File: config.mk
export PLATFORM = sky130hd
export DESIGN_NAME = ysyx_22050612_lsu_flat
export DESIGN_NICKNAME = d
export VERILOG_FILES = /design/src/rtl/ysyx_22050612_lsu_pkg.sv /design/src/rtl/ysyx_22050612_lsu_if.sv /design/src/rtl/ysyx_22050612_lsu_ext.sv /design/src/rtl/ysyx_22050612_lsu.sv /design/src/flat_wrapper.sv
export SDC_FILE = /design/constraint.sdc
export NUM_CORES = 1
export LEC_CHECK = 0
export ABC_CLOCK_PERIOD_IN_PS = 2590
export BUFFER_PORTS_ARGS = -buffer_cell sky130_fd_sc_hd__buf_2
export CAP_MARGIN = 10
export CORE_UTILIZATION = 25
export DETAILED_ROUTE_END_ITERATION = 10
export SLEW_MARGIN = 20
export SYNTH_ARGS = -nofsm -noshare
export SYNTH_HDL_FRONTEND = slang
export SYNTH_HIERARCHICAL = 1
export SYNTH_SLANG_ARGS = --single-unit
File: constraint.sdc
create_clock -name clk -period 2.59 [get_ports clk]
set_input_delay 0.259 -clock clk [delete_from_list [all_inputs] [get_ports clk]]
set_output_delay 0.259 -clock clk [all_outputs]
set_load 0.05 [all_outputs]
File: src/rtl/ysyx_22050612_lsu_pkg.sv
// Shared LSU definitions: FSM states, access-size codes, request metadata and lane helpers.
// Pure declarations and functions; no latency, no flow control.
package ysyx_22050612_lsu_pkg;

  typedef enum logic [1:0] {
    S_IDLE = 2'd0,
    S_REQ  = 2'd1,
    S_WAIT = 2'd2,
    S_DONE = 2'd3
  } lsu_state_t;

  localparam logic [1:0] SZ_B = 2'd0;
  localparam logic [1:0] SZ_H = 2'd1;
  localparam logic [1:0] SZ_W = 2'd2;
  localparam logic [1:0] SZ_D = 2'd3;

  typedef struct packed {
    logic       store;
    logic [1:0] size;
    logic       uns;
  } req_meta_t;

  function automatic logic [4:0] size_bytes(input logic [1:0] size);
    return 5'd1 << size;
  endfunction

  // Byte-lane enables over two lines so a crossing access shows its high-line lanes too.
  function automatic logic [15:0] lane_mask(input logic [1:0] size, input logic [2:0] off);
    logic [15:0] base;
    case (size)
      SZ_B:    base = 16'h0001;
      SZ_H:    base = 16'h0003;
      SZ_W:    base = 16'h000f;
      default: base = 16'h00ff;
    endcase
    return base << off;
  endfunction

  function automatic logic [6:0] lane_shift(input logic [2:0] off);
    return {1'b0, off, 3'b000};
  endfunction

  function automatic logic [63:0] size_keep(input logic [1:0] size);
    case (size)
      SZ_B:    return 64'h0000_0000_0000_00ff;
      SZ_H:    return 64'h0000_0000_0000_ffff;
      SZ_W:    return 64'h0000_0000_ffff_ffff;
      default: return 64'hffff_ffff_ffff_ffff;
    endcase
  endfunction

endpackage

File: src/rtl/ysyx_22050612_lsu_if.sv
// LSU bus bundle: request-in, memory request/response and result handshakes.
// master = LSU side, slave = pipeline/memory environment side.
interface ysyx_22050612_lsu_if #(
  parameter int XLEN  = 64,
  parameter int NBYTE = XLEN / 8
);
  logic             in_valid;
  logic             in_ready;
  logic             in_store;
  logic [1:0]       in_size;
  logic             in_unsigned;
  logic [XLEN-1:0]  in_addr;
  logic [XLEN-1:0]  in_wdata;
  logic [4:0]       in_rd;

  logic             mem_req_valid;
  logic             mem_req_ready;
  logic             mem_req_we;
  logic [XLEN-1:0]  mem_req_addr;
  logic [XLEN-1:0]  mem_req_wdata;
  logic [NBYTE-1:0] mem_req_wmask;
  logic             mem_rsp_valid;
  logic [XLEN-1:0]  mem_rsp_rdata;

  logic             out_valid;
  logic             out_ready;
  logic [XLEN-1:0]  out_rdata;
  logic [4:0]       out_rd;
  logic             out_fault;

  modport master (
    input  in_valid, in_store, in_size, in_unsigned, in_addr, in_wdata, in_rd,
    output in_ready,
    output mem_req_valid, mem_req_we, mem_req_addr, mem_req_wdata, mem_req_wmask,
    input  mem_req_ready, mem_rsp_valid, mem_rsp_rdata,
    output out_valid, out_rdata, out_rd, out_fault,
    input  out_ready
  );

  modport slave (
    output in_valid, in_store, in_size, in_unsigned, in_addr, in_wdata, in_rd,
    input  in_ready,
    input  mem_req_valid, mem_req_we, mem_req_addr, mem_req_wdata, mem_req_wmask,
    output mem_req_ready, mem_rsp_valid, mem_rsp_rdata,
    input  out_valid, out_rdata, out_rd, out_fault,
    output out_ready
  );
endinterface

File: src/rtl/ysyx_22050612_lsu_ext.sv
// Load lane extract plus sign/zero extension from a (possibly two-line) response window.
// Purely combinational; no flow control.
module ysyx_22050612_lsu_ext
  import ysyx_22050612_lsu_pkg::*;
#(
  parameter int XLEN = 64,
  parameter int OW   = 3
) (
  input  logic [2*XLEN-1:0] data,
  input  logic [OW-1:0]     off,
  input  logic [1:0]        size,
  input  logic              uns,
  output logic [XLEN-1:0]   res
);
  logic [XLEN-1:0] sh;
  logic [63:0]     keep64;
  logic [XLEN-1:0] keep;
  logic            sbit;

  always_comb begin
    sh     = XLEN'(data >> lane_shift(3'(off)));
    keep64 = size_keep(size);
    keep   = keep64[XLEN-1:0];
    case (size)
      SZ_B:    sbit = sh[7];
      SZ_H:    sbit = sh[15];
      default: sbit = sh[31];
    endcase
    // Full-width accesses have keep all ones, so the sign fill vanishes.
    res = (sh & keep) | ((sbit & ~uns) ? ~keep : '0);
  end

endmodule

File: src/rtl/ysyx_22050612_lsu.sv
// Load/store unit: IDLE->REQ->WAIT->DONE, 3-cycle min latency (1 on fault); holds REQ/DONE under back-pressure.
// YSYX_22050612_LSU_MISALIGN_SPLIT_EN: split line-crossing accesses into two memory transactions instead of faulting.
module ysyx_22050612_lsu
  import ysyx_22050612_lsu_pkg::*;
#(
  parameter int XLEN = 64,
  localparam int NBYTE = XLEN / 8
) (
  input logic                 clk,
  input logic                 rst,
  ysyx_22050612_lsu_if.master bus
);
  localparam int LOW = $clog2(NBYTE);
  localparam int MW  = 2 * NBYTE;

  lsu_state_t       state;
  req_meta_t        meta_q;
  logic [LOW-1:0]   off_q;
  logic             in_ready_q;
  logic             mem_req_valid_q;
  logic             mem_req_we_q;
  logic [XLEN-1:0]  mem_req_addr_q;
  logic [XLEN-1:0]  mem_req_wdata_q;
  logic [NBYTE-1:0] mem_req_wmask_q;
  logic             out_valid_q;
  logic [XLEN-1:0]  out_rdata_q;
  logic [4:0]       out_rd_q;
  logic             out_fault_q;

  logic [LOW-1:0]   in_off;
  logic [63:0]      keep64;
  logic [XLEN-1:0]  wdata_kept;
  logic             bad_size;
  logic             misaligned;
  logic             illegal;
  logic [2*XLEN-1:0] ext_data;
  logic [XLEN-1:0]  ext_res;

`ifdef YSYX_22050612_LSU_MISALIGN_SPLIT_EN
  logic [2*XLEN-1:0] wide_wdata;
  logic [MW-1:0]     wide_wmask;
  logic [4:0]        span;
  logic              crosses;
  logic [XLEN-1:0]   hi_wdata_q;
  logic [NBYTE-1:0]  hi_wmask_q;
  logic [XLEN-1:0]   lo_q;
  logic              split_q;
  logic              second_q;
`else
  logic [XLEN-1:0]   lane_wdata;
  logic [NBYTE-1:0]  lane_wmask;
`endif

  always_comb begin
    in_off     = bus.in_addr[LOW-1:0];
    keep64     = size_keep(bus.in_size);
    wdata_kept = bus.in_wdata & keep64[XLEN-1:0];
    bad_size   = (XLEN == 32) && (bus.in_size == SZ_D);
    case (bus.in_size)
      SZ_B:    misaligned = 1'b0;
      SZ_H:    misaligned = bus.in_addr[0];
      SZ_W:    misaligned = |bus.in_addr[1:0];
      default: misaligned = |bus.in_addr[2:0];
    endcase
`ifdef YSYX_22050612_LSU_MISALIGN_SPLIT_EN
    wide_wdata = {{XLEN{1'b0}}, wdata_kept} << lane_shift(3'(in_off));
    wide_wmask = MW'(lane_mask(bus.in_size, 3'(in_off)));
    span       = 5'(in_off) + size_bytes(bus.in_size);
    crosses    = misaligned && (span > 5'(NBYTE));
    illegal    = bad_size;
`else
    lane_wdata = wdata_kept << lane_shift(3'(in_off));
    lane_wmask = NBYTE'(lane_mask(bus.in_size, 3'(in_off)));
    illegal    = bad_size | misaligned;
`endif
  end

`ifdef YSYX_22050612_LSU_MISALIGN_SPLIT_EN
  assign ext_data = second_q ? {bus.mem_rsp_rdata, lo_q} : {{XLEN{1'b0}}, bus.mem_rsp_rdata};
`else
  assign ext_data = {{XLEN{1'b0}}, bus.mem_rsp_rdata};
`endif

  ysyx_22050612_lsu_ext #(
    .XLEN (XLEN),
    .OW   (LOW)
  ) u_ext (
    .data (ext_data),
    .off  (off_q),
    .size (meta_q.size),
    .uns  (meta_q.uns),
    .res  (ext_res)
  );

  always_ff @(posedge clk) begin
    if (rst) begin
      state           <= S_IDLE;
      meta_q          <= '0;
      off_q           <= '0;
      in_ready_q      <= 1'b1;
      mem_req_valid_q <= 1'b0;
      mem_req_we_q    <= 1'b0;
      mem_req_addr_q  <= '0;
      mem_req_wdata_q <= '0;
      mem_req_wmask_q <= '0;
      out_valid_q     <= 1'b0;
      out_rdata_q     <= '0;
      out_rd_q        <= '0;
      out_fault_q     <= 1'b0;
`ifdef YSYX_22050612_LSU_MISALIGN_SPLIT_EN
      hi_wdata_q      <= '0;
      hi_wmask_q      <= '0;
      lo_q            <= '0;
      split_q         <= 1'b0;
      second_q        <= 1'b0;
`endif
    end else begin
      case (state)
        S_IDLE: begin
          if (bus.in_valid) begin
            meta_q      <= '{store: bus.in_store, size: bus.in_size, uns: bus.in_unsigned};
            off_q       <= in_off;
            in_ready_q  <= 1'b0;
            out_rd_q    <= bus.in_rd;
            out_rdata_q <= '0;
            if (illegal) begin
              state       <= S_DONE;
              out_fault_q <= 1'b1;
              out_valid_q <= 1'b1;
            end else begin
              state           <= S_REQ;
              out_fault_q     <= 1'b0;
              mem_req_valid_q <= 1'b1;
              mem_req_we_q    <= bus.in_store;
              mem_req_addr_q  <= {bus.in_addr[XLEN-1:LOW], {LOW{1'b0}}};
`ifdef YSYX_22050612_LSU_MISALIGN_SPLIT_EN
              mem_req_wdata_q <= bus.in_store ? wide_wdata[XLEN-1:0] : '0;
              mem_req_wmask_q <= bus.in_store ? wide_wmask[NBYTE-1:0] : '0;
              hi_wdata_q      <= bus.in_store ? wide_wdata[2*XLEN-1:XLEN] : '0;
              hi_wmask_q      <= bus.in_store ? wide_wmask[MW-1:NBYTE] : '0;
              split_q         <= crosses;
              second_q        <= 1'b0;
`else
              mem_req_wdata_q <= bus.in_store ? lane_wdata : '0;
              mem_req_wmask_q <= bus.in_store ? lane_wmask : '0;
`endif
            end
          end
        end
        S_REQ: begin
          if (bus.mem_req_ready) begin
            state           <= S_WAIT;
            mem_req_valid_q <= 1'b0;
          end
        end
        S_WAIT: begin
          if (bus.mem_rsp_valid) begin
`ifdef YSYX_22050612_LSU_MISALIGN_SPLIT_EN
            // First half of a crossing access: park the low line and go fetch the next one.
            if (split_q && !second_q) begin
              second_q        <= 1'b1;
              lo_q            <= bus.mem_rsp_rdata;
              state           <= S_REQ;
              mem_req_valid_q <= 1'b1;
              mem_req_addr_q  <= mem_req_addr_q + XLEN'(NBYTE);
              mem_req_wdata_q <= hi_wdata_q;
              mem_req_wmask_q <= hi_wmask_q;
            end else begin
`else
            begin
`endif
              state       <= S_DONE;
              out_valid_q <= 1'b1;
              out_rdata_q <= meta_q.store ? '0 : ext_res;
            end
          end
        end
        S_DONE: begin
          if (bus.out_ready) begin
            state       <= S_IDLE;
            out_valid_q <= 1'b0;
            in_ready_q  <= 1'b1;
          end
        end
        default: state <= S_IDLE;
      endcase
    end
  end

  assign bus.in_ready      = in_ready_q;
  assign bus.mem_req_valid = mem_req_valid_q;
  assign bus.mem_req_we    = mem_req_we_q;
  assign bus.mem_req_addr  = mem_req_addr_q;
  assign bus.mem_req_wdata = mem_req_wdata_q;
  assign bus.mem_req_wmask = mem_req_wmask_q;
  assign bus.out_valid     = out_valid_q;
  assign bus.out_rdata     = out_rdata_q;
  assign bus.out_rd        = out_rd_q;
  assign bus.out_fault     = out_fault_q;

endmodule

File: src/flat_wrapper.sv
// flat-port wrapper written by rule: the top's interface ports become plain ports
module ysyx_22050612_lsu_flat import ysyx_22050612_lsu_pkg::*;
#(
  parameter int XLEN = 64,
  localparam int NBYTE = XLEN / 8
)
  (clk, rst, bus_in_valid, bus_in_store, bus_in_size, bus_in_unsigned, bus_in_addr, bus_in_wdata, bus_in_rd, bus_in_ready, bus_mem_req_valid, bus_mem_req_we, bus_mem_req_addr, bus_mem_req_wdata, bus_mem_req_wmask, bus_mem_req_ready, bus_mem_rsp_valid, bus_mem_rsp_rdata, bus_out_valid, bus_out_rdata, bus_out_rd, bus_out_fault, bus_out_ready);
  ysyx_22050612_lsu_if #(.XLEN(XLEN)) bus_i ();
  input logic clk;
  input logic rst;
  input wire logic [$bits(bus_i.in_valid)-1:0] bus_in_valid;
  input wire logic [$bits(bus_i.in_store)-1:0] bus_in_store;
  input wire logic [$bits(bus_i.in_size)-1:0] bus_in_size;
  input wire logic [$bits(bus_i.in_unsigned)-1:0] bus_in_unsigned;
  input wire logic [$bits(bus_i.in_addr)-1:0] bus_in_addr;
  input wire logic [$bits(bus_i.in_wdata)-1:0] bus_in_wdata;
  input wire logic [$bits(bus_i.in_rd)-1:0] bus_in_rd;
  output wire logic [$bits(bus_i.in_ready)-1:0] bus_in_ready;
  output wire logic [$bits(bus_i.mem_req_valid)-1:0] bus_mem_req_valid;
  output wire logic [$bits(bus_i.mem_req_we)-1:0] bus_mem_req_we;
  output wire logic [$bits(bus_i.mem_req_addr)-1:0] bus_mem_req_addr;
  output wire logic [$bits(bus_i.mem_req_wdata)-1:0] bus_mem_req_wdata;
  output wire logic [$bits(bus_i.mem_req_wmask)-1:0] bus_mem_req_wmask;
  input wire logic [$bits(bus_i.mem_req_ready)-1:0] bus_mem_req_ready;
  input wire logic [$bits(bus_i.mem_rsp_valid)-1:0] bus_mem_rsp_valid;
  input wire logic [$bits(bus_i.mem_rsp_rdata)-1:0] bus_mem_rsp_rdata;
  output wire logic [$bits(bus_i.out_valid)-1:0] bus_out_valid;
  output wire logic [$bits(bus_i.out_rdata)-1:0] bus_out_rdata;
  output wire logic [$bits(bus_i.out_rd)-1:0] bus_out_rd;
  output wire logic [$bits(bus_i.out_fault)-1:0] bus_out_fault;
  input wire logic [$bits(bus_i.out_ready)-1:0] bus_out_ready;
  assign bus_i.in_valid = bus_in_valid;
  assign bus_i.in_store = bus_in_store;
  assign bus_i.in_size = bus_in_size;
  assign bus_i.in_unsigned = bus_in_unsigned;
  assign bus_i.in_addr = bus_in_addr;
  assign bus_i.in_wdata = bus_in_wdata;
  assign bus_i.in_rd = bus_in_rd;
  assign bus_in_ready = bus_i.in_ready;
  assign bus_mem_req_valid = bus_i.mem_req_valid;
  assign bus_mem_req_we = bus_i.mem_req_we;
  assign bus_mem_req_addr = bus_i.mem_req_addr;
  assign bus_mem_req_wdata = bus_i.mem_req_wdata;
  assign bus_mem_req_wmask = bus_i.mem_req_wmask;
  assign bus_i.mem_req_ready = bus_mem_req_ready;
  assign bus_i.mem_rsp_valid = bus_mem_rsp_valid;
  assign bus_i.mem_rsp_rdata = bus_mem_rsp_rdata;
  assign bus_out_valid = bus_i.out_valid;
  assign bus_out_rdata = bus_i.out_rdata;
  assign bus_out_rd = bus_i.out_rd;
  assign bus_out_fault = bus_i.out_fault;
  assign bus_i.out_ready = bus_out_ready;
  ysyx_22050612_lsu #(.XLEN(XLEN)) u_core (.clk(clk), .rst(rst), .bus(bus_i));
endmodule
# Word-level counts from Yosys, hierarchy flattened
# Index checks and enable logic that the tools add are counted.
classes:
  eq_ne: 13
  shift: 3
  muxes: 31
  bitwise: 7
  n_reduce_logical: 16
ops:
  columns: ["cell", "count"]
  rows:
  - ["64-bit case mux with 3 select lines", 2]
  - ["64-bit 2-to-1 mux", 5]
  - ["64-bit AND", 2]
  - ["64-bit case mux with 2 select lines", 1]
  - ["64-bit inverter", 1]
  - ["64-bit OR", 1]
  - ["64-bit by 6-bit << shifter with 64-bit output", 1]
  - ["64-bit by 6-bit right shift with 64-bit output", 1]
  - ["8-bit case mux with 3 select lines", 1]
  - ["1-bit 2-to-1 mux", 10]
  - ["2-bit 2-to-1 mux", 5]
  - ["2-bit != test (second input constant)", 5]
  - ["3-bit AND reduction", 3]
  - ["2-bit equality test (second input constant)", 4]
  - ["8-bit 2-to-1 mux", 1]
  - ["2-bit case mux with 4 select lines", 1]
  - ["4-bit AND reduction", 2]
  - ["8-bit by 3-bit << shifter with 8-bit output", 1]
  - ["2-bit by 1-bit equality test with 1-bit output (second input constant)", 3]
  - ["2-bit zero test", 3]
  - ["1-bit case mux with 2 select lines", 3]
  - ["1-bit case mux with 3 select lines", 2]
  - ["2-bit nonzero test", 3]
  - ["5-bit AND reduction", 1]
  - ["7 further kinds", 8]
totals:
  register_bits: 216
  input_bits: 207
  output_inout_bits: 210
  elab_cells: 85

# Depth between registers and ports, before layout
# Gate-level depths: netlist (run 1).
logic_depth:
  word_depth: 8
  ltp_mapped: 10
  depth_no_buf: 7

# Hierarchy
# Netlist (run 1), hierarchy kept.
modules_own_cells:
  columns: ["mod", "n_inst", "cells_per_inst", "area_each_um2", "seq_area_each_um2"]
  rows:
  - ["ysyx_22050612_lsu", 1, 1074, 9085.0, 4324.1]
  - ["ysyx_22050612_lsu_ext", 1, 317, 3928.8, 0.0]

# Worst setup path before layout (run 1)
# Ideal clock, no wire load.
synth_path:
  path_type: "flip-flop to flip-flop"
  start: "register u_core.off_q[0]"
  end: "register u_core.out_rdata_q[0], in the netlist u_core/bus.out_rdata[0]"
  setup_time_ps: 132
  arrival_time_ps: 2006
  required_ps: 2458
  setup_slack_ps: 452
  path_stages_with_launch: 9
  n_path_buf: 4
  period_less_slack_ps: 2138
  path_cell_list: "dfxtp_1 > buf_2 > buf_6 > buf_4 > buf_2 > mux4_2 > mux2_2 > nand3_1 > a21oi_1"
synth_via:
  elab_chain_len: 8
  word_cells_on_any_way: 9
  cone_classes: "1 x shift; 5 x mux; 3 x bitwise"
synth_lines:
  columns: ["item", "line_no", "rtl"]
  rows:
  - ["start, declared", "ysyx_22050612_lsu.sv:18", "logic [LOW-1:0] off_q;"]
  - ["start signal, assigned", "ysyx_22050612_lsu.sv:122", "off_q <= in_off;"]
  - ["64-bit by 6-bit right shift with 64-bit output (*)", "ysyx_22050612_lsu_ext.sv:21", "sh = XLEN'(data >> lane_shift(3'(off)));"]
  - ["1-bit case mux with 2 select lines", "ysyx_22050612_lsu_ext.sv:24", "case (size)"]
  - ["1-bit AND", "ysyx_22050612_lsu_ext.sv:30", "res = (sh & keep) | ((sbit & ~uns) ? ~keep : '0);"]
  - ["64-bit 2-to-1 mux", "ysyx_22050612_lsu_ext.sv:30", null]
  - ["64-bit OR (*)", "ysyx_22050612_lsu_ext.sv:30", null]
  - ["net u_core.ext_res[0]", "ysyx_22050612_lsu.sv:37", "logic [XLEN-1:0] ext_res;"]
  - ["64-bit 2-to-1 mux (*)", "ysyx_22050612_lsu.sv:174", "out_rdata_q <= meta_q.store ? '0 : ext_res;"]
  - ["64-bit 2-to-1 mux (*)", "ysyx_22050612_lsu.sv:157", "if (bus.mem_rsp_valid) begin"]
  - ["64-bit case mux with 2 select lines (*)", "ysyx_22050612_lsu.sv:118", "case (state)"]
  - ["end signal, assigned", "ysyx_22050612_lsu.sv:174", null]
  - ["end, declared", "ysyx_22050612_lsu.sv:26", "logic [XLEN-1:0] out_rdata_q;"]
# Mark *: on every way through the listed nets, which the timed path passes. The rest lies on a longest branch. The select of a mux whose other input is x is not followed.
# A chain may end at the register's enable or synchronous reset.

# Worst setup path in the final report (run 1)
layout_path:
  start: "register u_core.off_q[0]"
  end: "register u_core.out_rdata_q[28], in the netlist u_core/bus.out_rdata[28]"
# Same word-level chain as after synthesis.

==> results of run 1 <==
==> sequential cells by signal, indices dropped and copies added (netlist names), 2 cells and up <==
name	count
u_core/state	2
u_core/bus.out_rdata	64
u_core/bus.mem_req_wdata	64
u_core/bus.mem_req_addr	61
u_core/meta_q	4
u_core/bus.mem_req_wmask	8
u_core/bus.out_rd	5
u_core/off_q	3
==> cells in the mapped netlist, types with 9 or more instances <==
master / n
sky130_fd_sc_hd__mux2i_1: 95
sky130_fd_sc_hd__o22ai_1: 11
sky130_fd_sc_hd__o21ai_1: 9
sky130_fd_sc_hd__a221o_1: 16
sky130_fd_sc_hd__mux4_2: 97
sky130_fd_sc_hd__a21oi_1: 186
sky130_fd_sc_hd__mux2_2: 41
sky130_fd_sc_hd__nand2_1: 238
sky130_fd_sc_hd__nor2_1: 45
sky130_fd_sc_hd__a2bb2oi_1: 10
sky130_fd_sc_hd__clkbuf_1: 72
sky130_fd_sc_hd__a22o_1: 26
sky130_fd_sc_hd__o21ai_0: 19
sky130_fd_sc_hd__a32o_1: 12
sky130_fd_sc_hd__o221ai_1: 13
sky130_fd_sc_hd__a22oi_1: 25
sky130_fd_sc_hd__and2_1: 11
sky130_fd_sc_hd__buf_1: 17
sky130_fd_sc_hd__dfxtp_1: 216
sky130_fd_sc_hd__a22oi_2: 9
sky130_fd_sc_hd__buf_2: 43
sky130_fd_sc_hd__nand3_1: 69
==> worst max-delay path, stage by stage (launching register included) <==
cell and delay [ns]:
sky130_fd_sc_hd__dfxtp_4 0.63, sky130_fd_sc_hd__buf_12 0.25, sky130_fd_sc_hd__mux4_2 0.55, sky130_fd_sc_hd__mux2i_1 0.31, sky130_fd_sc_hd__buf_4 0.19, sky130_fd_sc_hd__a22oi_2 0.05, sky130_fd_sc_hd__nand3_1 0.09, sky130_fd_sc_hd__a21oi_1 0.06
==> worst paths after layout <==
kind                                                               start                                  endpoint  slack [ns]  cells after the start
worst max-delay path                        u_core/off_q[0]$_SDFFE_PP0P_     u_core/bus.out_rdata[28]$_SDFFE_PP0P_        0.30                      7
worst max register to register              u_core/off_q[0]$_SDFFE_PP0P_     u_core/bus.out_rdata[28]$_SDFFE_PP0P_        0.30                      7
worst min register to register  u_core/bus.mem_req_wmask[4]$_SDFFE_PP0P_  u_core/bus.mem_req_wmask[4]$_SDFFE_PP0P_        0.44                      2
worst min-delay path                                     bus_in_wdata[3]  u_core/bus.mem_req_wdata[3]$_SDFFE_PP0P_        0.03                      2
==> report_power, final <==
group          switching, mW  internal [mW]  total (mW)
logic                   4.30           2.43        6.73
registers              0.261           3.65        3.91
clock network           1.61           2.48        4.09
total                   6.18           8.55        14.7
==> layout by cell type (no fill, tap or decap), types with 44 or more instances in the layout <==
cell type,instances
sky130_fd_sc_hd__dlygate4sd3_1,70
sky130_fd_sc_hd__conb_1,180
sky130_fd_sc_hd__nor2_1,44
sky130_fd_sc_hd__a21oi_1,186
sky130_fd_sc_hd__buf_4,49
sky130_fd_sc_hd__nand2_1,237
sky130_fd_sc_hd__nand3_1,68
sky130_fd_sc_hd__mux2i_1,95
sky130_fd_sc_hd__buf_2,411
sky130_fd_sc_hd__mux4_2,97
sky130_fd_sc_hd__dfxtp_1,213
==> kinds of logic after synthesis <==
| group | Yosys count | share of synthesized area, % |
|---|---|---|
| AND/OR/NAND/NOR | 399 | 13.3 |
| AO/OA/AOI/OAI | 381 | 19.7 |
| multiplexers | 237 | 28.1 |
| flip-flops | 216 | 33.2 |
| buffers and inverters | 153 | 5.35 |
| adder cells (fa/ha/maj) | 4 | 0.385 |
| other | 1 | 0.0288 |
==> stage by stage <==
step | instances | setup WS, ns | power, mW
final | 2704 | 0.300 | 14.7
after floorplan | 1570 | 0.452 | 8.34
after global routing | 2702 | 0.182 | 15.5
after detailed placement | 2582 | 0.277 | 10.6
after global placement | 2582 | 0.309 | 10.6
after CTS | 2702 | 0.266 | 14.8
==> per-layer routing <==
layer	part of all wire, %	global-route usage, %
met1	41	25.5
met2	48	34.1
met3	7.4	3.79
met4	4.0	8.20
met5	0.045	0
==> final cells by class <==
cell class,instances,area (um2)
Sequential cell,216,4330
Antenna cell,2,5.00
Inverter,8,30.0
Timing Repair Buffer,547,3470
Tap cell,680,851
Multi-Input combinational cell,1201,8700
Clock buffer,38,808
Fill cell,5266,33100
Clock inverter,12,158
==> results list, run 1 <==
- Run status: completed
- Endpoint type of the worst setup path: flip-flop
* Number of buffers inserted for hold repair after clock tree synthesis: 70
- Setup violations remaining at the end of the flow were counted as 0.
- In the synthesized netlist the dominant register cell turns out to be sky130_fd_sc_hd__dfxtp_1.
* Via count of the first global-routing pass: 13374
- Port buffering added 413 buffers.
- Hold is met by 0.0283 ns.
- Nets: 2213
* Endpoint arrival time on the critical path: 2.70 ns
* Areal power density over the cells: 803 nW/um2
- In the routed layout, each cell is associated on average with a via count of 5.03.
- A synthesized cell averages 9.36 um2.
- Top-level port count: 417
- After the first detailed-routing iteration, the DRC count stood at 1038.
* Clock slew at reported path FFs: 0.06 ns
- HPWL reported at the end of detailed placement: 41.2 mm
- The number of hold-slack violations in the final timing report is 0.
- Period utilization: 88.4%
- Core Footprint: 51400 um2
* Accumulated negative setup slack: 0 ns
- Global routing used 20.3% of the available tracks.
- First-pass GRT wire length: 82.9 mm
- Cells with a size suffix above 1 make up 34.3% of the layout.
- Once detail routing completed, the nets flagged for antenna violations numbered 0.
- Total Wirelength: 55.8 mm
- Share of synthesized registers carrying an async set or reset: 0%
* Final core utilization: 35.7%
- Data required time at the worst endpoint: 2.99 ns
* Post-synth EDFFs: 0
* Main area contributors after synthesis: sky130_fd_sc_hd__dfxtp_1 (33%), sky130_fd_sc_hd__mux4_2 (17%), sky130_fd_sc_hd__mux2i_1 (7.3%)
- Of the post-synthesis cell area, the dominant cell type holds 33.2%.
- Once the clock tree was built, the resizer swapped 0 gates to a different size.
- The worst path needs 2.29 ns of the cycle, external delays included.
- Weighted congestion at the end of routability-driven global placement: 0.940
* Post-Place Cell Area: 16700 um2
- Synthesis handed over a netlist of 1391 instances.
* TritonCTS buffer count: 28
* Clock tree root buffer cell: sky130_fd_sc_hd__clkbuf_16
* Full die area: 53000 um2
- Clock tree from TritonCTS: built
* Relative max-transition margin: 40.3%
* Floorplan row count: 83
- Cell type contributing the most total cell area after synthesis: sky130_fd_sc_hd__dfxtp_1
- After global routing the overflow that remains totals 0.
* Vias post-DR: 13597
- RSZ-0062 raised after global routing: no
- Transition time at the pin with the least slew margin: 0.895 ns
- Finished layout cell area: 18300 um2
- For the worst-skew pair, the clock arrives at the later sink with an insertion delay of 0.56 ns.
* Worst clock skew on the final layout: 0.0103 ns
- After detailed routing, the average wire length per cell comes to 20.6 um.
* Pin count of the biggest net entering global routing: 152
- Class of the tightest hold or removal check: input port to flip-flop
* Post-Synthesis Cell Area: 13000 um2
- Height of the die: 230 um
- Setup crit start kind: flip-flop
- DRC: 0
- In this run the deepest clock path goes through 3 buffers.
- Sequential cell area fraction in the yosys report: 33.2%
- The number of different library cells used by synthesis comes to 59.
- The analysis attributes to cell leakage a power of 7.72 nW.
- In this run the worst path has a maximum fanout of 24.
* H-Tree Level Count: 1
- TritonRoute pass-1 iters: 5
* Pins Over Slew Limit: 0
* Layout area overhead: 41.0%
- Clock sink total: 216
- The initial antenna violation count came to 5.
- Maximum clock rate: 437 MHz
* Synthesis-stage register bit count: 216
- Across the run, the number of max-cap violations was 0.
- Worst IR Drop VDD: 0.000516 V
- Worst setup path class: flip-flop to flip-flop
- Chip Width: 230 um
- Count of buffers added by post-CTS timing repair for setup: 0
- Yosys printed 6 warnings.
* Initial core utilization: 25.3%
Power figures use the tool's default switching activity.
==> run 2: changes to the inputs <==
--- a/config.mk
+++ b/config.mk
@@ -8,8 +8,9 @@
 export ABC_CLOCK_PERIOD_IN_PS = 2590
 export BUFFER_PORTS_ARGS = -buffer_cell sky130_fd_sc_hd__buf_2
 export CAP_MARGIN = 10
-export CORE_UTILIZATION = 25
+export CORE_UTILIZATION = 40
 export DETAILED_ROUTE_END_ITERATION = 10
+export PLACE_DENSITY = 0.65
 export SLEW_MARGIN = 20
 export SYNTH_ARGS = -nofsm -noshare
 export SYNTH_HDL_FRONTEND = slang
==> results list, run 2 (synthesis gave the netlist of run 1 again) <==
- After floorplanning, the core was divided into 65 placement rows.
- Areal power density over the cells: 774 nW/um2
- Worst setup path class: flip-flop to flip-flop
- VDD sags by at most 0.000642 V.
- Maximum clock rate: 442 MHz
- Setup repair after global routing left no endpoint under its margin.
- For the worst-skew pair, the clock arrives at the later sink with an insertion delay of 0.53 ns.
* Core Footprint: 31800 um2
- Final Hold Viols: 0
- Clock sink total: 216
- Measured along the y axis, the die boundary spans 182 um.
- Setup violations remaining at the end of the flow were counted as 0.
- Minimum clock period: 2.26 ns
- Relative to the synthesized area, the layout overhead comes to 35.8%.
- The number of pins exceeding their max-slew limit in the final report came to 0.
- Launch point of the worst reg-to-reg path: u_core/off_q[1]$_SDFFE_PP0P_
- Between clock sinks in the finished design, the worst skew comes to 0.0122 ns.
* Cell-by-cell listing of the critical path: mux2_1 > mux4_2 > a31oi_4 > buf_4 > a22oi_1 > nand3_1 > a21oi_1
- Worst path bufs/invs: 1
* Clock slew at reported path FFs: 0.06 ns
- Initial core utilization: 40.9%
- For this design, the slowest cell found on the critical path is sky130_fd_sc_hd__mux4_2.
- Clock tree root buffer cell: sky130_fd_sc_hd__clkbuf_16
- The kind of cell with the highest combined delay along the critical path is multiplexers.
* Period utilization: 87.3%
- Final hold analysis gives a worst-case slack of 0.0280 ns.
- For this run the aggregate overflow at the end of global routing stands at 0.
* TritonCTS buffer count: 25
* Total Wirelength: 47.7 mm
- Endpoint arrival time on the critical path: 2.62 ns
- Dividing the detail-routed wire length by the instance count gives 19.6 um.
- Summed over all cells, the static leakage comes to 7.55 nW.
* HPWL reported at the end of detailed placement: 34.5 mm
* Top-level port count: 417
- The most critical setup path has its startpoint at u_core/off_q[1]$_SDFFE_PP0P_.
- Count of buffers added by post-CTS timing repair for setup: 0
- Worst stage delay on the critical path: 0.53 ns
- STA puts the critical path data required time at 2.95 ns.
- TritonRoute pass-1 iters: 6
- For the pin with the worst max-slew slack, the measured transition is 0.937 ns.
* Endpoint type of the worst setup path: flip-flop
* First-pass GRT wire length: 72.3 mm
- Overall track demand over capacity in global routing: 27.7%
- DRC: 0
* Via count of the first global-routing pass: 12781
- The detail route stage leaves a number of antenna-violating nets equal to 0.
- The initial antenna violation count is 3.
- CP max FO: 16
* Final core utilization: 55.6%
* Storage cell area: 4330 um2
- Post-route insts no fill: 2435
- The library cell used most frequently in the layout, excluding fill and tap cells, is sky130_fd_sc_hd__buf_2.
- Pin count of the biggest net entering global routing: 81
- In this run the most critical hold path is launched from rst.
- Dpl cells: 2323
* Relative max-transition margin: 37.5%
- Count of cells resized by post-cts repair: 0
- Summing all multi-input logic gate instances after layout gives 8700 um2.
* Most frequent cells in the layout: sky130_fd_sc_hd__buf_2 (411), sky130_fd_sc_hd__nand2_1 (237), sky130_fd_sc_hd__dfxtp_1 (213)
* H-Tree Level Count: 1
* Clock tree from TritonCTS: built
* Fillcell total: 2937
* Setup crit start kind: flip-flop
* Clock tree buffer depth: 3
* Run status: completed
- Vias post-DR: 13285
* Port Buf Inserts: 413
- For this block, the initial DRC count from the detailed router was 922.
* Share of layout cells above drive strength 1: 33.6%
* Nets: 2193
* Maximum capacitance violations: 0
* Class of the tightest hold or removal check: input port to flip-flop
- Weighted congestion at the end of routability-driven global placement: 0.959
- Dividing the detail-routed via count by the number of cells gives 5.46.
* Accumulated negative setup slack: 0 ns
- Measured along the x axis, the die boundary spans 182 um.
- Full die area: 33300 um2
-- run 2: cell types whose count changed in the layout (fill, tap and decap cells not counted), sizes merged --
cell         previous run  this run
buf                   477       463
bufinv                  3         1
clkbuf                 38        36
clkinv                  9         8
clkinvlp                3         0
diode                   2         1
dlygate4sd3            70        67
inv                     5         7
-- run 2: power breakdown --
group          switching [mW]  internal, mW  leakage, nW  total [mW]
clock network            1.46          2.05        0.399        3.51
registers               0.242          3.65         1.75        3.89
logic                    4.04          2.24         5.40        6.27
total                    5.74          7.94         7.55        13.7
-- run 2: final timing paths --
check	to	cells after the start	slack, ns
min reg2reg	u_core/bus.mem_req_wmask[4]$_SDFFE_PP0P_	2	0.44
max reg2reg	u_core/bus.out_rdata[16]$_SDFFE_PP0P_	7	0.33
max	u_core/bus.out_rdata[16]$_SDFFE_PP0P_	7	0.33
min	u_core/bus.mem_req_wdata[16]$_SDFFE_PP0P_	2	0.03
-- run 2: metrics by stage --
stage                     power [mW]  worst slack [ns]  instance area (um2)
after floorplan                 8.34             0.452                13700
after global placement          10.0             0.352                16200
after detailed placement        10.1             0.342                16200
after CTS                       13.7             0.326                17700
after global routing            14.3             0.172                17700
final                           13.7             0.329                17700
-- run 2: metal layers --
| layer | GRT usage, % | vias up | routed length (um) |
|---|---|---|---|
| li1 | - | 6180 | - |
| met1 | 33.9 | 6398 | 19100 |
| met2 | 47.9 | 601 | 23100 |
| met3 | 5.85 | 104 | 3680 |
| met4 | 10.3 | 2 | 1750 |
| met5 | 0 | - | 8 |
-- run 2: cell type report --
type	count	share of cell area, %
multi-input combinational	1201	49.2
clock inverter	8	0.439
tap	435	3.08
timing repair buffer	530	18.4
inverter	8	0.170
clock buffer	36	4.12
antenna	1	0.0142
sequential	216	24.5
-- run 2: timing repair --
| action | CTS | global route |
|---|---|---|
| hold buffers | 67 | 0 |
| hold endpoints to repair | 68 | 0 |
| endpoints found under the setup margin | 0 | 0 |
==> run 3: changes to the inputs <==
--- a/config.mk
+++ b/config.mk
@@ -11,6 +11,7 @@
 export CORE_UTILIZATION = 40
 export DETAILED_ROUTE_END_ITERATION = 10
 export PLACE_DENSITY = 0.65
+export RECOVER_POWER = 100
 export SLEW_MARGIN = 20
 export SYNTH_ARGS = -nofsm -noshare
 export SYNTH_HDL_FRONTEND = slang
==> results list, run 3 (synthesis gave the netlist of run 1 again) <==
- Run status: completed
- Portion of total power attributed to sequential cells: 28.9%
* Number of antenna-violating nets in the routed design: 0
- Total Wirelength: 47.7 mm
* HPWL reported at the end of detailed placement: 34.5 mm
- TritonRoute pass-1 iters: 5
- Data required time at the worst endpoint: 2.95 ns
- The share of total power dissipated in combinational logic is 45.2%.
- Weighted congestion at the end of routability-driven global placement: 0.959
- Across all layers, the routed design uses 13251 vias.
- Via count of the first global-routing pass: 12781
* Nets: 2193
* Accumulated negative setup slack: 0 ns
- Height of the die: 182 um
- Setup violations remaining at the end of the flow were counted as 0.
* Fraction of power spent switching nets: 42.2%
- TritonCTS buffer count: 25
- Class of the tightest hold or removal check: input port to flip-flop
* Worst IR Drop VDD: 0.000650 V
- 417 I/O pins were placed.
- Most frequent standard cell in the layout excluding fill and tap cells: sky130_fd_sc_hd__nand2_1
* Worst stage delay on the critical path: 0.56 ns
- Derived from the worst setup path, the maximum achievable clock frequency is 419 MHz.
- The tree built by TritonCTS fans out to 216 sinks.
* Launch point of the worst reg-to-reg path: u_core/off_q[1]$_SDFFE_PP0P_
- The startpoint identified for the worst hold timing path is rst.
- Clock slew at reported path FFs: 0.06 ns
* Final routed wire length divided by cell count: 19.6 um
- Traced cell by cell, the critical path runs through buf_4 > mux4_2 > mux2i_1 > a22oi_1 > nand3_1 > a21oi_1.
* Number of design-rule violations left by the first detailed-router iteration: 1120
- Initial core utilization: 40.9%
* Fraction of power consumed by the clock network: 26.0%
- CP max FO: 46
- The first global-routing pass estimated 72.3 mm of wire.
* Port Buf Inserts: 413
- Pins Over Slew Limit: 0
- From synthesis to final layout, the design area changed by 33.1%.
- After layout, the worst path uses 92.0% of the clock period.
* Worst path bufs/invs: 1
- Worst setup path class: flip-flop to flip-flop
* H-Tree Level Count: 1
- CTS placed an instance of sky130_fd_sc_hd__clkbuf_16 at the clock tree root.
* Int Power: 7.81 mW
* Areal power density over the cells: 780 nW/um2
- The library cells used most frequently in the layout, excluding fill and tap cells, are sky130_fd_sc_hd__nand2_1 (237), sky130_fd_sc_hd__clkbuf_1 (216), sky130_fd_sc_hd__dfxtp_1 (213).
- The post-route netlist has 22.5% of its cells at a drive strength greater than 1.
- Leakage component of the power: 6.64 nW
- Overall track demand over capacity in global routing: 27.7%
- TritonCTS built the clock tree.
- DRC: 0
- Grouping stages by cell kind, the critical path spends the most delay in multiplexers.
* Count of buffers added by post-CTS timing repair for setup: 0
* Pin count of the biggest net entering global routing: 81
* RSZ-0062 raised after global routing: no
- Slowest stage cell on the critical path: sky130_fd_sc_hd__dfxtp_2
* Transition time at the pin with the least slew margin: 0.908 ns
- Clock tree buffer depth: 3
* Endpoint arrival time on the critical path: 2.75 ns
- Critical Path Start: u_core/off_q[1]$_SDFFE_PP0P_
* Switching component of the power: 5.71 mW
- Subtracting the final worst setup slack from the clock period gives 2.38 ns.
* Core Footprint: 31800 um2
- Per-cell via count in the routed design: 5.44
- Final Hold Viols: 0
- Relative max-transition margin: 39.5%
- Setup crit start kind: flip-flop
* Total congestion overflow after global routing: 0
- For this run, the share of the core covered by cells in the final layout is 54.5%.
- STA classifies the critical path endpoint as a flip-flop.
* Initial antenna violation count: 3
- Worst clock skew on the final layout: 0.0108 ns
* Latest clock arrival within the worst-skew pair: 0.53 ns
- Measured along the x axis, the die boundary spans 182 um.
- Maximum capacitance violations: 0
- The floorplan step defined a die boundary enclosing 33300 um2.
- After floorplanning, the core was divided into 65 placement rows.
## run 3: stage by stage
stage / hold slack, ns / cell area, um2 / setup WS, ns / cells / power (mW)
finish: 0.0285 / 17300 / 0.206 / 2436 / 13.5
global route: 0.0138 / 17300 / 0.105 / 2435 / 14.1
CTS: 0.00115 / 17700 / 0.326 / 2434 / 13.7
detailed placement: 0.434 / 16200 / 0.342 / 2323 / 10.1
global placement: 0.429 / 16200 / 0.352 / 2323 / 10.0
floorplan: 0.385 / 13700 / 0.452 / 1570 / 8.34
## run 3: final cells by class
| class | count | area (um2) |
|---|---|---|
| multi-input cells | 1201 | 8630 |
| inverters | 8 | 30.0 |
| diodes | 2 | 5.00 |
| fillers | 3043 | 14500 |
| well taps | 435 | 544 |
| flip-flops and latches | 216 | 4330 |
| repair buffers | 530 | 2980 |
| clock inverters | 8 | 77.6 |
| clock buffers | 36 | 728 |
## run 3: what timing repair did
item,CTS,global route
endpoints found under the setup margin,0,0
gates resized for setup,0,0
endpoints found under the hold margin,68,0
hold buffers,67,0
## run 3: path summary, 6_finish.rpt
| path | endpoint | slack, ns | cells after the start |
|---|---|---|---|
| worst min register to register | u_core/bus.mem_req_wmask[4]$_SDFFE_PP0P_ | 0.45 | 2 |
| worst min-delay path | u_core/bus.mem_req_wdata[16]$_SDFFE_PP0P_ | 0.03 | 2 |
| worst max register to register | u_core/bus.out_rdata[18]$_SDFFE_PP0P_ | 0.21 | 6 |
| worst max-delay path | u_core/bus.out_rdata[18]$_SDFFE_PP0P_ | 0.21 | 6 |
## run 3: power groups by stage
stage,Clock [mW],Sequential (mW),Combinational (mW)
after floorplan,0,4.85,3.50
after global placement,0,3.95,6.07
after detailed placement,0,3.96,6.14
after CTS,3.58,3.89,6.23
after global routing,3.69,3.94,6.52
final,3.51,3.90,6.11
## run 3: layer usage
metal | vias up | wire (um) | part of all wire [%] | track usage (%)
li1 | 6181 | - | - | -
met1 | 6365 | 19100 | 40 | 33.9
met2 | 591 | 22800 | 48 | 47.9
met3 | 112 | 3890 | 8.2 | 5.85
met4 | 2 | 1900 | 4.0 | 10.3
met5 | - | 8 | 0.017 | 0
